**src/rtl/cdi_bus_fabric.sv**
```systemverilog
// CD-i bus fabric: decodes SCC68070 cycles against programmable regions,
// drives one-hot chip selects and returns a registered ack/error/read path.
module cdi_bus_fabric #(
    parameter int NUM_SLAVES     = 8,
    parameter int TIMEOUT_CYCLES = 255,
    parameter int TIMEOUT_W      = 8,
    parameter int IACK_SLAVE     = 1
) (
    input  logic                     clk30,
    input  logic                     reset,
    input  logic                     as,
    input  logic                     uds,
    input  logic                     lds,
    input  logic                     write_strobe,
    input  logic [23:1]              addr,
    input  logic                     iack,
    input  logic [24*NUM_SLAVES-1:0] region_base,
    input  logic [24*NUM_SLAVES-1:0] region_mask,
    input  logic [NUM_SLAVES-1:0]    region_en,
    input  logic [NUM_SLAVES-1:0]    region_byte,
    input  logic [16*NUM_SLAVES-1:0] slave_dout,
    input  logic [NUM_SLAVES-1:0]    slave_ack,
    output logic [NUM_SLAVES-1:0]    cs,
    output logic [15:0]              data_in,
    output logic                     bus_ack,
    output logic                     bus_err,
    output logic [15:0]              err_count,
    output logic [23:0]              err_addr,
    output logic                     err_timeout,
    output logic [1:0]               o_dbg_state
);

    localparam int SEL_W = (NUM_SLAVES > 1) ? $clog2(NUM_SLAVES) : 1;

    typedef enum logic [1:0] {
        S_IDLE     = 2'd0,
        S_DECODE   = 2'd1,
        S_WAIT_ACK = 2'd2,
        S_HOLD     = 2'd3
    } state_t;

    state_t                r_state;
    state_t                w_state_nxt;

    logic [23:1]           r_addr;
    logic                  r_uds;
    logic                  r_lds;
    logic                  r_write;
    logic                  r_iack;
    logic [SEL_W-1:0]      r_sel;
    logic                  r_byte;
    logic [TIMEOUT_W-1:0]  r_cnt;
    logic [NUM_SLAVES-1:0] r_cs;
    logic [15:0]           r_data;
    logic                  r_ack;
    logic                  r_err;
    logic [15:0]           r_err_count;
    logic [23:0]           r_err_addr;
    logic                  r_err_to;

    logic [NUM_SLAVES-1:0] w_hit;
    logic                  w_any_hit;
    logic [SEL_W-1:0]      w_hit_idx;
    logic [SEL_W-1:0]      w_dec_sel;
    logic                  w_dec_hit;
    logic                  w_dec_byte;
    logic [NUM_SLAVES-1:0] w_cs_onehot;
    logic                  w_sel_ack;
    logic [15:0]           w_sel_dout;

    logic                  w_latch;
    logic                  w_cs_load;
    logic                  w_cs_drop;
    logic                  w_cnt_inc;
    logic                  w_ack_nxt;
    logic                  w_err_nxt;
    logic                  w_err_to;
    logic                  w_data_load;
    logic [15:0]           w_data_val;

    // Region match on the latched byte address; bit 0 never takes part.
    always_comb begin
        w_hit = '0;
        for (int i = 0; i < NUM_SLAVES; i++) begin
            w_hit[i] = region_en[i] &&
                ((({r_addr, 1'b0} ^ region_base[24*i +: 24]) &
                  region_mask[24*i +: 24] & 24'hfffffe) == 24'd0);
        end
    end

    always_comb begin
        w_any_hit = |w_hit;
        w_hit_idx = '0;
        for (int i = NUM_SLAVES - 1; i >= 0; i--) begin
            if (w_hit[i]) w_hit_idx = SEL_W'(i);
        end
    end

    assign w_dec_sel = r_iack ? SEL_W'(IACK_SLAVE) : w_hit_idx;
    assign w_dec_hit = r_iack | w_any_hit;

    always_comb begin
        w_cs_onehot = '0;
        w_dec_byte  = 1'b0;
        w_sel_ack   = 1'b0;
        w_sel_dout  = '0;
        for (int i = 0; i < NUM_SLAVES; i++) begin
            if (w_dec_sel == SEL_W'(i)) begin
                w_cs_onehot[i] = 1'b1;
                w_dec_byte     = region_byte[i];
            end
            if (r_sel == SEL_W'(i)) begin
                w_sel_ack  = slave_ack[i];
                w_sel_dout = slave_dout[16*i +: 16];
            end
        end
    end

    always_ff @(posedge clk30) begin
        if (reset) r_state <= S_IDLE;
        else       r_state <= w_state_nxt;
    end

    // Handshake: cs[i] is the request and stays high until the slave raises
    // its level ack (or timeout/abort); the slave holds ack until cs drops.
    always_comb begin
        w_state_nxt = r_state;
        w_latch     = 1'b0;
        w_cs_load   = 1'b0;
        w_cs_drop   = 1'b0;
        w_cnt_inc   = 1'b0;
        w_ack_nxt   = 1'b0;
        w_err_nxt   = 1'b0;
        w_err_to    = 1'b0;
        w_data_load = 1'b0;
        w_data_val  = '0;
        case (r_state)
            S_IDLE: begin
                if (as) begin
                    w_latch     = 1'b1;
                    w_state_nxt = S_DECODE;
                end
            end
            S_DECODE: begin
                if (!as) begin
                    w_state_nxt = S_IDLE;
                end else if (!r_uds && !r_lds && !r_iack) begin
                    w_ack_nxt   = 1'b1;
                    w_data_load = !r_write;
                    w_state_nxt = S_HOLD;
                end else if (!w_dec_hit) begin
                    w_err_nxt   = 1'b1;
                    w_state_nxt = S_HOLD;
                end else begin
                    w_cs_load   = 1'b1;
                    w_state_nxt = S_WAIT_ACK;
                end
            end
            S_WAIT_ACK: begin
                if (!as) begin
                    w_cs_drop   = 1'b1;
                    w_state_nxt = S_IDLE;
                end else if (w_sel_ack) begin
                    w_ack_nxt   = 1'b1;
                    w_data_load = !r_write;
                    w_data_val  = r_byte ? {w_sel_dout[7:0], w_sel_dout[7:0]} : w_sel_dout;
                    w_cs_drop   = 1'b1;
                    w_state_nxt = S_HOLD;
                end else if (r_cnt == TIMEOUT_W'(TIMEOUT_CYCLES)) begin
                    w_err_nxt   = 1'b1;
                    w_err_to    = 1'b1;
                    w_cs_drop   = 1'b1;
                    w_state_nxt = S_HOLD;
                end else begin
                    w_cnt_inc   = 1'b1;
                end
            end
            S_HOLD: begin
                if (!as) w_state_nxt = S_IDLE;
            end
            default: w_state_nxt = S_IDLE;
        endcase
    end

    always_ff @(posedge clk30) begin
        if (reset) begin
            r_addr      <= '0;
            r_uds       <= 1'b0;
            r_lds       <= 1'b0;
            r_write     <= 1'b0;
            r_iack      <= 1'b0;
            r_sel       <= '0;
            r_byte      <= 1'b0;
            r_cnt       <= '0;
            r_cs        <= '0;
            r_data      <= '0;
            r_ack       <= 1'b0;
            r_err       <= 1'b0;
            r_err_count <= '0;
            r_err_addr  <= '0;
            r_err_to    <= 1'b0;
        end else begin
            r_ack <= w_ack_nxt;
            r_err <= w_err_nxt;
            if (w_latch) begin
                r_addr  <= addr;
                r_uds   <= uds;
                r_lds   <= lds;
                r_write <= write_strobe;
                r_iack  <= iack;
            end
            // Slave choice and its byte-width flag are frozen at decode time.
            if (w_cs_load) begin
                r_cs   <= w_cs_onehot;
                r_sel  <= w_dec_sel;
                r_byte <= w_dec_byte;
                r_cnt  <= '0;
            end else if (w_cs_drop) begin
                r_cs   <= '0;
            end
            if (w_cnt_inc) r_cnt <= r_cnt + 1'b1;
            if (w_data_load) r_data <= w_data_val;
            if (w_err_nxt) begin
                if (r_err_count != 16'hffff) r_err_count <= r_err_count + 16'd1;
                r_err_addr <= {r_addr, 1'b0};
                r_err_to   <= w_err_to;
            end
        end
    end

    assign cs          = r_cs;
    assign data_in     = r_data;
    assign bus_ack     = r_ack;
    assign bus_err     = r_err;
    assign err_count   = r_err_count;
    assign err_addr    = r_err_addr;
    assign err_timeout = r_err_to;
    assign o_dbg_state = r_state;

endmodule

```
**config.mk**
```make
export PLATFORM = sky130hd
export DESIGN_NAME = cdi_bus_fabric
export DESIGN_NICKNAME = d
export VERILOG_FILES = /design/src/rtl/cdi_bus_fabric.sv
export SDC_FILE = /design/constraint.sdc
export NUM_CORES = 1
export LEC_CHECK = 0
export ABC_AREA = 1
export BUFFER_PORTS_ARGS = -buffer_cell sky130_fd_sc_hd__buf_2
export CORE_AREA = 2 2 250 252
export CTS_BUF_LIST = sky130_fd_sc_hd__clkbuf_8
export DETAILED_ROUTE_END_ITERATION = 8
export DIE_AREA = 0 0 252 254
export PLACE_DENSITY_LB_ADDON = 0.25
export SLEW_MARGIN = 20
export SYNTH_ARGS = -nofsm -noshare
export SYNTH_HDL_FRONTEND = slang
export SYNTH_SLANG_ARGS = --single-unit
```
**constraint.sdc**
```tcl
create_clock -name clk30 -period 6.2 [get_ports clk30]
set_input_delay 0.62 -clock clk30 [delete_from_list [all_inputs] [get_ports clk30]]
set_output_delay 0.62 -clock clk30 [all_outputs]
set_load 0.02 [all_outputs]
```
# Word level (Yosys, flattened, before mapping)
# Cells that the tools add are included.
[word_totals] regBits=107 elab_cells=176
[op_classes] add_sub_neg=2 n_eq_ne=22 n_mux=89 n_bitwise=17 n_reduce_logical=30
[op_table] op="$and A24 B24 Y24" count=8
[op_table] op="$logic_not A24 Y1" count=8
[op_table] op="$mux W16" count=12
[op_table] op="$xor A24 B24 Y24" count=8
[op_table] op="$mux W1" count=54
[op_table] op="$mux W8" count=4
[op_table] op="$mux W3" count=9
[op_table] op="$eq A3 B3 Y1 const B" count=8
[op_table] op="$add A16 B1 Y16 const B" count=1
[op_table] op="$ne A16 B16 Y1 const B" count=1
[op_table] op="$eq A3 B2 Y1 const B" count=4
[op_table] op="$mux W2" count=6
[op_table] op="$logic_and A1 B1 Y1" count=10
[op_table] op="$add A8 B1 Y8 const B" count=1
[op_table] op="$eq A8 B8 Y1 const B" count=1
[op_table] op="$pmux W2 S4" count=1
[op_table] op="$reduce_or A8 Y1" count=1
[op_table] op="$eq A3 B1 Y1 const B" count=2
[op_table] op="$logic_not A3 Y1" count=2
[op_table] op="$pmux W1 S2" count=3
[op_table] op="$eq A2 B2 Y1 const B" count=2
[op_table] op="$logic_not A1 Y1" count=4
[op_table] op="$ne A2 B2 Y1 const B" count=2
[op_table] op="$ne A4 B4 Y1 const B" count=1
[op_table] op="6 further kinds" count=7

# Depth between registers and ports, before layout
# Gate-level depths: netlist (run 1).
[logic_depth] ltp_word=22 depth_mapped=24 mapped_depth_nobuf=24

# Least setup slack after synthesis (run 1)
# No wires, ideal clock.
[synth_path] path_type="input port to flip-flop" from="input port region_base[13]" to="register r_byte" setup_ns=0.132 t_arrival_ns=2.269 slack_ns=3.799 cell_stages=16 cell_sequence="or2_2 -> nand3_1 -> nand2_1 -> nor3b_1 -> nand2_1 -> nor2_1 -> nand2_2 -> nand3_4 -> inv_1 -> nand2_1 -> nand2_1 -> or3_1 -> nand2_1 -> nand3_1 -> nand2_1 -> a21oi_1"
[synth_via] elab_chain_len=15 elab_cells_between_ends=28 classes_between="eq/ne (7); mux (14); bitwise (3); reduce/logical (4)"
[synth_rtl] element="start: declaration" line_no="17" source="input logic [24*NUM_SLAVES-1:0] region_base,"
[synth_rtl] element="$xor A24 B24 Y24 *" line_no="86" source="((({r_addr, 1'b0} ^ region_base[24*i +: 24]) &"
[synth_rtl] element="$and A24 B24 Y24 *" line_no="86"
[synth_rtl] element="$logic_not A24 Y1 *" line_no="86"
[synth_rtl] element="$logic_and A1 B1 Y1 *" line_no="85" source="w_hit[i] = region_en[i] &&"
[synth_rtl] element="$mux W3" line_no="95" source="if (w_hit[i]) w_hit_idx = SEL_W'(i);"
[synth_rtl] element="$mux W3" line_no="99" source="assign w_dec_sel = r_iack ? SEL_W'(IACK_SLAVE) : w_hit_idx;"
[synth_rtl] element="$logic_not A3 Y1" line_no="108" source="if (w_dec_sel == SEL_W'(i)) begin"
[synth_rtl] element="$mux W1 (8 in a row)" line_no="108"
[synth_rtl] element="end signal: assignment" line_no="216" source="r_byte <= w_dec_byte;"
[synth_rtl] element="end: declaration" line_no="51" source="logic r_byte;"
# Mark *: on every way between the ends. The rest lies on a longest branch, timed or not.
# A chain may end at the register's enable or synchronous reset.

# Final worst setup path (run 1)
[layout_path] from="register r_addr[19] (netlist name)" to="register r_err_count[12] (netlist: err_count[12])"
[layout_via] elab_chain_len=11 elab_cells_between_ends=39 classes_between="mux (4); bitwise (17); reduce/logical (18)"
[layout_rtl] element="start: declaration" line_no="45" source="logic [23:1] r_addr;"
[layout_rtl] element="start signal: assignment" line_no="206" source="r_addr <= addr;"
[layout_rtl] element="$xor A24 B24 Y24" line_no="86"
[layout_rtl] element="$and A24 B24 Y24" line_no="86"
[layout_rtl] element="$logic_not A24 Y1" line_no="86"
[layout_rtl] element="$logic_and A1 B1 Y1" line_no="85"
[layout_rtl] element="$reduce_or A8 Y1 *" line_no="92" source="w_any_hit = |w_hit;"
[layout_rtl] element="$or A1 B1 Y1 *" line_no="100" source="assign w_dec_hit = r_iack | w_any_hit;"
[layout_rtl] element="$mux W1 *" line_no="151" source="end else if (!w_dec_hit) begin"
[layout_rtl] element="$mux W1 *" line_no="147" source="end else if (!r_uds && !r_lds && !r_iack) begin"
[layout_rtl] element="$mux W1 *" line_no="145" source="if (!as) begin"
[layout_rtl] element="$pmux W1 S2 *" line_no="137" source="case (r_state)"
[layout_rtl] element="$reduce_and A2 Y1 (no source line) *"
[layout_rtl] element="end signal: assignment" line_no="224" source="if (r_err_count != 16'hffff) r_err_count <= r_err_count + 16'd1;"
[layout_rtl] element="end: declaration" line_no="57" source="logic [15:0] r_err_count;"
# Marked as above.

==> results of run 1 <==
## sequential cells by signal, indices dropped and copies added, names as in the netlist, 2 cells and up
register     flops
err_addr        23
r_addr          23
data_in         16
err_count       16
cs               8
r_cnt            8
r_sel            3
o_dbg_state      2
## through the flow
stage	cells	total power, mW	hold slack (ps)	setup slack (ps)	utilization
6_report	3186	2.31	426	2190	0.235
5_1_grt	3181	2.48	411	1780	0.235
4_1_cts	3164	2.36	357	1950	0.234
3_5_place_dp	3148	1.83	455	1970	0.231
3_3_place_gp	3148	1.82	451	1980	0.231
2_1_floorplan	1783	1.32	453	3800	-
## Yosys cell counts, types with 2 or more instances
cell type and number:
a211oi_1 23, a31oi_1 3, nor3b_1 4, o2111ai_1 4, nor3_2 4, clkbuf_1 24
or2_1 6, a21oi_1 101, nor2_2 4, inv_1 161, nand3_4 2, xnor2_1 3
dfxtp_1 107, xor2_1 30, nand2_2 4, nand3b_1 10, inv_2 11, nand4_1 117
nor3_4 3, nor2_4 3, buf_6 6, nand2_4 3, o211a_1 5, clkinv_1 2
nand2_1 526, or2_2 56, or2_0 3, ha_1 7, buf_2 7, buf_1 2
nor2_1 222, a221oi_1 7, a32oi_1 14, o21ai_0 57, o21ai_1 4, nor3_1 10
nand3_1 188, o21a_1 3, buf_4 20, nand3_2 4
## critical path, cell delays in order, from the launching register on
cell	delay, ps
dfxtp_1	880
inv_1	440
nand2_1	140
nand3_1	290
nand4_1	230
nor2_1	60
nand3_1	120
nand2_1	80
clkinv_1	60
nand3_1	110
inv_1	80
nand2_1	120
inv_2	130
nand3_2	110
nand2_4	270
buf_4	400
nand3b_1	140
xor2_1	140
nor2_1	50
## final cells by class
| class | instances | area (um2) | share of cell area |
|---|---|---|---|
| antenna | 22 | 55.1 | 0.00382 |
| clock inverter | 7 | 88.8 | 0.00617 |
| multi-input combinational | 1442 | 7120 | 0.495 |
| tap | 790 | 988 | 0.0686 |
| sequential | 107 | 2140 | 0.149 |
| inverter | 175 | 662 | 0.0460 |
| timing repair buffer | 634 | 3220 | 0.223 |
| clock buffer | 9 | 124 | 0.00860 |
## final timing paths
kind / cells after the start / slack [ps] / end
setup / recovery: 18 / 2190 / err_count[12]$_SDFFE_PP0P_
hold reg to reg: 2 / 470 / data_in[12]$_SDFFE_PP0P_
hold / removal: 3 / 430 / r_uds$_SDFFE_PP0P_
setup reg to reg: 18 / 2190 / err_count[12]$_SDFFE_PP0P_
## routing by layer
| metal | global-route usage | part of all wire | up-vias |
|---|---|---|---|
| met5 | 0 | 0.0015 | - |
| met4 | 0.0945 | 0.041 | 16 |
| met3 | 0.0495 | 0.077 | 119 |
| met2 | 0.375 | 0.48 | 637 |
| met1 | 0.239 | 0.40 | 6538 |
| li1 | - | - | 7152 |
## kinds of logic (layout without fill, tap and decap cells)
family / Yosys count / in the layout / share of synthesized area
AO/OA/AOI/OAI: 228 / 228 / 0.133
XOR/XNOR: 33 / 33 / 0.0281
adder cells (fa/ha/maj): 7 / 7 / 0.00852
buffers and inverters: 234 / 825 / 0.0985
flip-flops: 107 / 107 / 0.208
other: 1 / 23 / 0.000365
AND/OR/NAND/NOR: 1173 / 1173 / 0.523
## where the power goes
group          total [mW]  switching [mW]  internal (mW)  leakage [nW]
Sequential          0.827           0.104          0.723         0.869
Combinational       0.972           0.610          0.362          6.27
Clock               0.510           0.343          0.166         0.107
Total                2.31            1.06           1.25          7.24
## placed cells by master, fill, tap and decap left out, drive strengths merged, types with 4 or more instances in the layout
master   Yosys  final
ha           7      7
a211oi      24     24
nand4      118    118
nor2       229    229
buf         35    634
nor3b        4      4
xor2        30     30
o211a        5      5
clkbuf      24      9
o21ai       62     62
inv        173    177
diode        0     22
clkinv       2      5
or2         65     65
nor3        17     17
nand3b      10     10
a221oi       7      7
o2111ai      4      4
a32oi       14     14
dfxtp      107    107
nand3      194    194
a21oi      102    102
nand2      534    534
==> impl_metrics.yaml, run 1 <==
floorplan:
  rows: 91
  die_area_um2: 64000
  core_area_um2: 61300
  ios: 635
  initial_utilization: 0.168
  dieHeight_um: 254
  fp.dieW_um: 252
clock_tree:
  cts_sinks: 107
  hold_buffers: 0
  h-tree-depth: 3
  post_cts_buffers: 0
  cts_tree: "done"
  cts_buffers: 9
  cts-resized-gates: 0
  cts_max_path_buffers: 2
  clk-insertion-delay-late_ps: 470
  root_buffer: "clkbuf_8"
  path_clk_slew_ps: 140
route:
  drt_iter0_drc: 925
  ant_nets: 0
  drc: 0
  drtPass1Iterations: 5
  vias: 14462
  wl_per_cell_um: 21.7
  via_per_inst: 4.54
  wl_um: 69300
synth:
  ys_seq_area_frac: 0.208
  netlist_area_um2: 10300
  synthFlopType: "dfxtp_1"
  async_flop_share: 0
  synth_edf_count: 0
  synth_cell_types: 53
  yosys_warnings: 0
  synthesis.nets: 2356
  synth_seq_cells: 107
  synth_largest_area_cell: "dfxtp_1"
  synthCells: 1783
  synth_top_cell_area_share: 0.208
  synthTopCellsByArea: "dfxtp_1 21%, nand2_1 19%, nand3_1 9.2%"
  syn_area_per_cell_um2: 5.76
worst_hold_path:
  hp-class: "input pin to flip-flop"
  hold_start: "uds"
job:
  maxCapViolCount: 0
critical_path:
  endpoint_kind: "flip-flop"
  critPathLaunchType: "flip-flop"
  required_ps: 6530
  worstPathArrival_ps: 4340
  crit_start: "r_addr[19]$_SDFFE_PP0P_"
  rr_startpoint: "r_addr[19]$_SDFFE_PP0P_"
  crit_type: "flip-flop to flip-flop"
  crit_fanout: 33
placement:
  place.gp.congestion: 0.915
  dp_hpwl_um: 59400
  placed_cell_area_um2: 14100
  portBuffers: 617
timing:
  slew_violations: 0
  rsz0062_at_grt: "no"
  fmax_mhz: 249
  post-route-period-util: 0.647
  hold_viol: 0
  slew_headroom: 0.344
  finalSetupViolations: 0
  finClkSkew_ps: 39.6
  fin_setup_tns_ps: 0
  fin_crit_ps: 4010
  tightest_slew_ps: 982
global_routing:
  grt_pass1_wl_um: 95700
  grt_antenna_before_repair: 37
  track_usage: 0.211
  globalRouteOverflowTotal: 0
  grt_max_degree: 53
  grt_pass1_vias: 14081
layout:
  nFillCells: 7191
  nets: 2942
  design_area_um2: 14400
  drive_above_1_share: 0.317
  syn_to_final_growth_pct: 40.1
pwr:
  p_per_area_nw_per_um2: 160
  p_leak_nw: 7.24
  vdd_drop_max_v: 0.0000871
run_status:
  status: "finished, final reports clean"
No activity file was read; power rests on OpenSTA's default activity.
==> inputs of run 2 (changes only) <==
--- a/config.mk
+++ b/config.mk
@@ -5,12 +5,12 @@
 export SDC_FILE = /design/constraint.sdc
 export NUM_CORES = 1
 export LEC_CHECK = 0
-export ABC_AREA = 1
+export ABC_AREA = 0
 export BUFFER_PORTS_ARGS = -buffer_cell sky130_fd_sc_hd__buf_2
-export CORE_AREA = 2 2 250 252
+export CORE_AREA = 2 2 244 246
 export CTS_BUF_LIST = sky130_fd_sc_hd__clkbuf_8
 export DETAILED_ROUTE_END_ITERATION = 8
-export DIE_AREA = 0 0 252 254
+export DIE_AREA = 0 0 246 248
 export PLACE_DENSITY_LB_ADDON = 0.25
 export SLEW_MARGIN = 20
 export SYNTH_ARGS = -nofsm -noshare
==> constraint.sdc (replaced) <==
create_clock -name clk30 -period 3.6 [get_ports clk30]
set_input_delay 0.36 -clock clk30 [delete_from_list [all_inputs] [get_ports clk30]]
set_output_delay 0.36 -clock clk30 [all_outputs]
set_load 0.02 [all_outputs]
==> run 2 against run 1 <==
  * Final cell count down 25%
  * Clock skew down 19 ps
  * Clock power up 64%
  * Wire length down 13%
  * Area after synthesis down 17%
  * Sequential power up 50%
  * Final area down 9.1%
  * Power up 41%
==> impl_metrics.yaml, run 2 <==
critical_path:
  critPathSlowestCell: "nor4_4"
  crit_fanout: 17
  endpoint_kind: "flip-flop"
  cp_common_cell: "buf_12"
  cp_top_family: "simple AND/OR/NAND/NOR gates"
  required_ps: 3920
  max_stage_delay_ps: 610
  worstPathArrival_ps: 3680
  r2r_end: "err_addr[21]$_SDFFE_PP0P_"
  path_cells: "buf_12 > xor2_1 > a22oi_1 > nand4_1 > nor4_2 > buf_4 > nor4_4 > a31oi_4 > nor2b_4 > buf_12 > mux2i_1 > nor2_1"
  rr_startpoint: "r_addr[17]$_SDFFE_PP0P_"
  r2r_setup_slack_ps: 250
  r2r_cells: 12
  worst-path-buf-inv: 3
  critPathLaunchType: "flip-flop"
  crit_type: "flip-flop to flip-flop"
clock_tree:
  root_buffer: "clkbuf_8"
  clk-insertion-delay-late_ps: 460
  path_clk_slew_ps: 140
  cts_tree: "done"
  cts_sinks: 107
  cts_buffers: 9
  post_cts_buffers: 0
  hold_buffers: 0
  cts-resized-gates: 0
  h-tree-depth: 3
  cts_max_path_buffers: 2
layout:
  drive_above_1_share: 0.467
  design_area_um2: 13100
  nets: 2175
  multi_input_area_um2: 5980
  layout_common_cells: "616 x buf_2, 195 x xor2_1, 106 x dfxtp_1, 104 x nand2_1, 103 x a22oi_1"
  syn_to_final_growth_pct: 52.7
  seq_area_um2: 2140
  nFillCells: 6600
  layout_commonest_cell: "buf_2"
synth:
  synth_edf_count: 0
  synthesis.nets: 1557
  netlist_area_um2: 8570
  synthFlopType: "dfxtp_1"
  syn_area_per_cell_um2: 8.71
  synthTopCellsByArea: "dfxtp_1 25%, xor2_1 20%, a22oi_1 9.0%"
  synth_seq_cells: 107
  synth_common_cells: "195 x xor2_1, 107 x dfxtp_1, 104 x nand2_1, 103 x a22oi_1, 81 x nor2_1"
  synthCells: 984
  synth_top_cell_area_share: 0.250
  ys_seq_area_frac: 0.250
  synth_cell_types: 58
  synth.most_common_cell: "xor2_1"
  async_flop_share: 0
  synth_largest_area_cell: "dfxtp_1"
  yosys_warnings: 0
worst_hold_path:
  hold_start: "addr[4]"
  hold_path_depth: 3
  holdPathEnd: "r_addr[4]$_SDFFE_PP0P_"
  hp-class: "input pin to flip-flop"
floorplan:
  die_area_um2: 61000
  rows: 89
  dieHeight_um: 248
  initial_utilization: 0.147
  core_area_um2: 58500
  fp.dieW_um: 246
  ios: 635
timing:
  rsz0062_at_grt: "no"
  slew_headroom: 0.234
  fin_setup_tns_ps: 0
  finClkSkew_ps: 21.1
  fmax_mhz: 298
  finalSetupViolations: 0
  tightest_slew_ps: 1150
  post-route-period-util: 0.931
  hold_viol: 0
  fin_crit_ps: 3350
  slew_violations: 0
route:
  ant_nets: 0
  wl_per_cell_um: 25.1
  wl_um: 60200
  vias: 10262
  drc: 0
  via_per_inst: 4.28
  drt_iter0_drc: 517
  drtPass1Iterations: 5
placement:
  placed_cell_area_um2: 12800
  dp_hpwl_um: 51600
  portBuffers: 617
  place.gp.congestion: 0.974
pwr:
  p_per_area_nw_per_um2: 249
  p_total_mw: 3.26
  p_leak_nw: 6.25
  vdd_drop_max_v: 0.000147
global_routing:
  grt_pass1_wl_um: 78500
  track_usage: 0.188
  grt_antenna_before_repair: 43
  globalRouteOverflowTotal: 0
  grt_max_degree: 72
  grt_pass1_vias: 10215
run_status:
  status: "finished, final reports clean"
job:
  maxCapViolCount: 0
## run 2: layout make-up
type | count | share of cell area
clock buffers | 9 | 0.00947
diodes | 17 | 0.00325
repair buffers | 671 | 0.284
multi-input cells | 803 | 0.457
flip-flops and latches | 107 | 0.164
inverters | 10 | 0.00287
well taps | 773 | 0.0739
clock inverters | 7 | 0.00545
## run 2: routing by layer
| layer | vias to the layer above | routed length (um) | part of all wire | global-route usage |
|---|---|---|---|---|
| met3 | 119 | 4580 | 0.076 | 0.0528 |
| li1 | 4781 | - | - | - |
| met5 | - | 191 | 0.0032 | 0 |
| met2 | 496 | 31900 | 0.53 | 0.354 |
| met4 | 28 | 2070 | 0.034 | 0.0809 |
| met1 | 4838 | 21500 | 0.36 | 0.193 |
## run 2: kinds of logic (layout without fill, tap and decap cells)
kind of cell	Yosys count	after routing	share of synthesized area
other	1	18	0.000438
XOR/XNOR	198	198	0.202
buffers and inverters	74	697	0.0532
AO/OA/AOI/OAI	220	220	0.177
adder cells (fa/ha/maj)	7	7	0.0102
multiplexers	80	80	0.129
flip-flops	107	107	0.250
AND/OR/NAND/NOR	297	297	0.177
## run 2: report_power, final
group / internal (mW) / leakage [nW] / switching, mW
sequential: 1.21 / 0.866 / 0.0309
combinational: 0.543 / 5.29 / 0.641
clock: 0.271 / 0.0992 / 0.565
total: 2.02 / 6.25 / 1.24
## run 2: worst max path at each step
| stage | start | to | cells after the start |
|---|---|---|---|
| 6_report | r_addr[17]$_SDFFE_PP0P_ | err_addr[21]$_SDFFE_PP0P_ | 12 |
| 4_1_cts | r_addr[17]$_SDFFE_PP0P_ | err_addr[21]$_SDFFE_PP0P_ | 12 |
| 3_3_place_gp | r_addr[17]$_SDFFE_PP0P_ | err_count[12]$_SDFFE_PP0P_ | 11 |
| 3_5_place_dp | r_addr[17]$_SDFFE_PP0P_ | err_addr[20]$_SDFFE_PP0P_ | 12 |
| 5_1_grt | r_addr[17]$_SDFFE_PP0P_ | err_addr[21]$_SDFFE_PP0P_ | 12 |
| 2_1_floorplan | r_addr[2]$_SDFFE_PP0P_ | r_byte$_SDFFE_PP0P_ | 12 |
## run 2: worst min-delay path: stages
cell,delay (ps)
buf_2,90
nand2_1,50
a21oi_1,50
## run 2: stage by stage
step	setup slack (ps)	hold WS (ps)	util	cells
after CTS	193	62.5	0.223	2380
final	247	115	0.224	2397
after detailed placement	228	443	0.220	2364
after global routing	19.7	75.1	0.224	2392
after global placement	-94.7	436	0.219	2363
after floorplan	1030	431	-	984
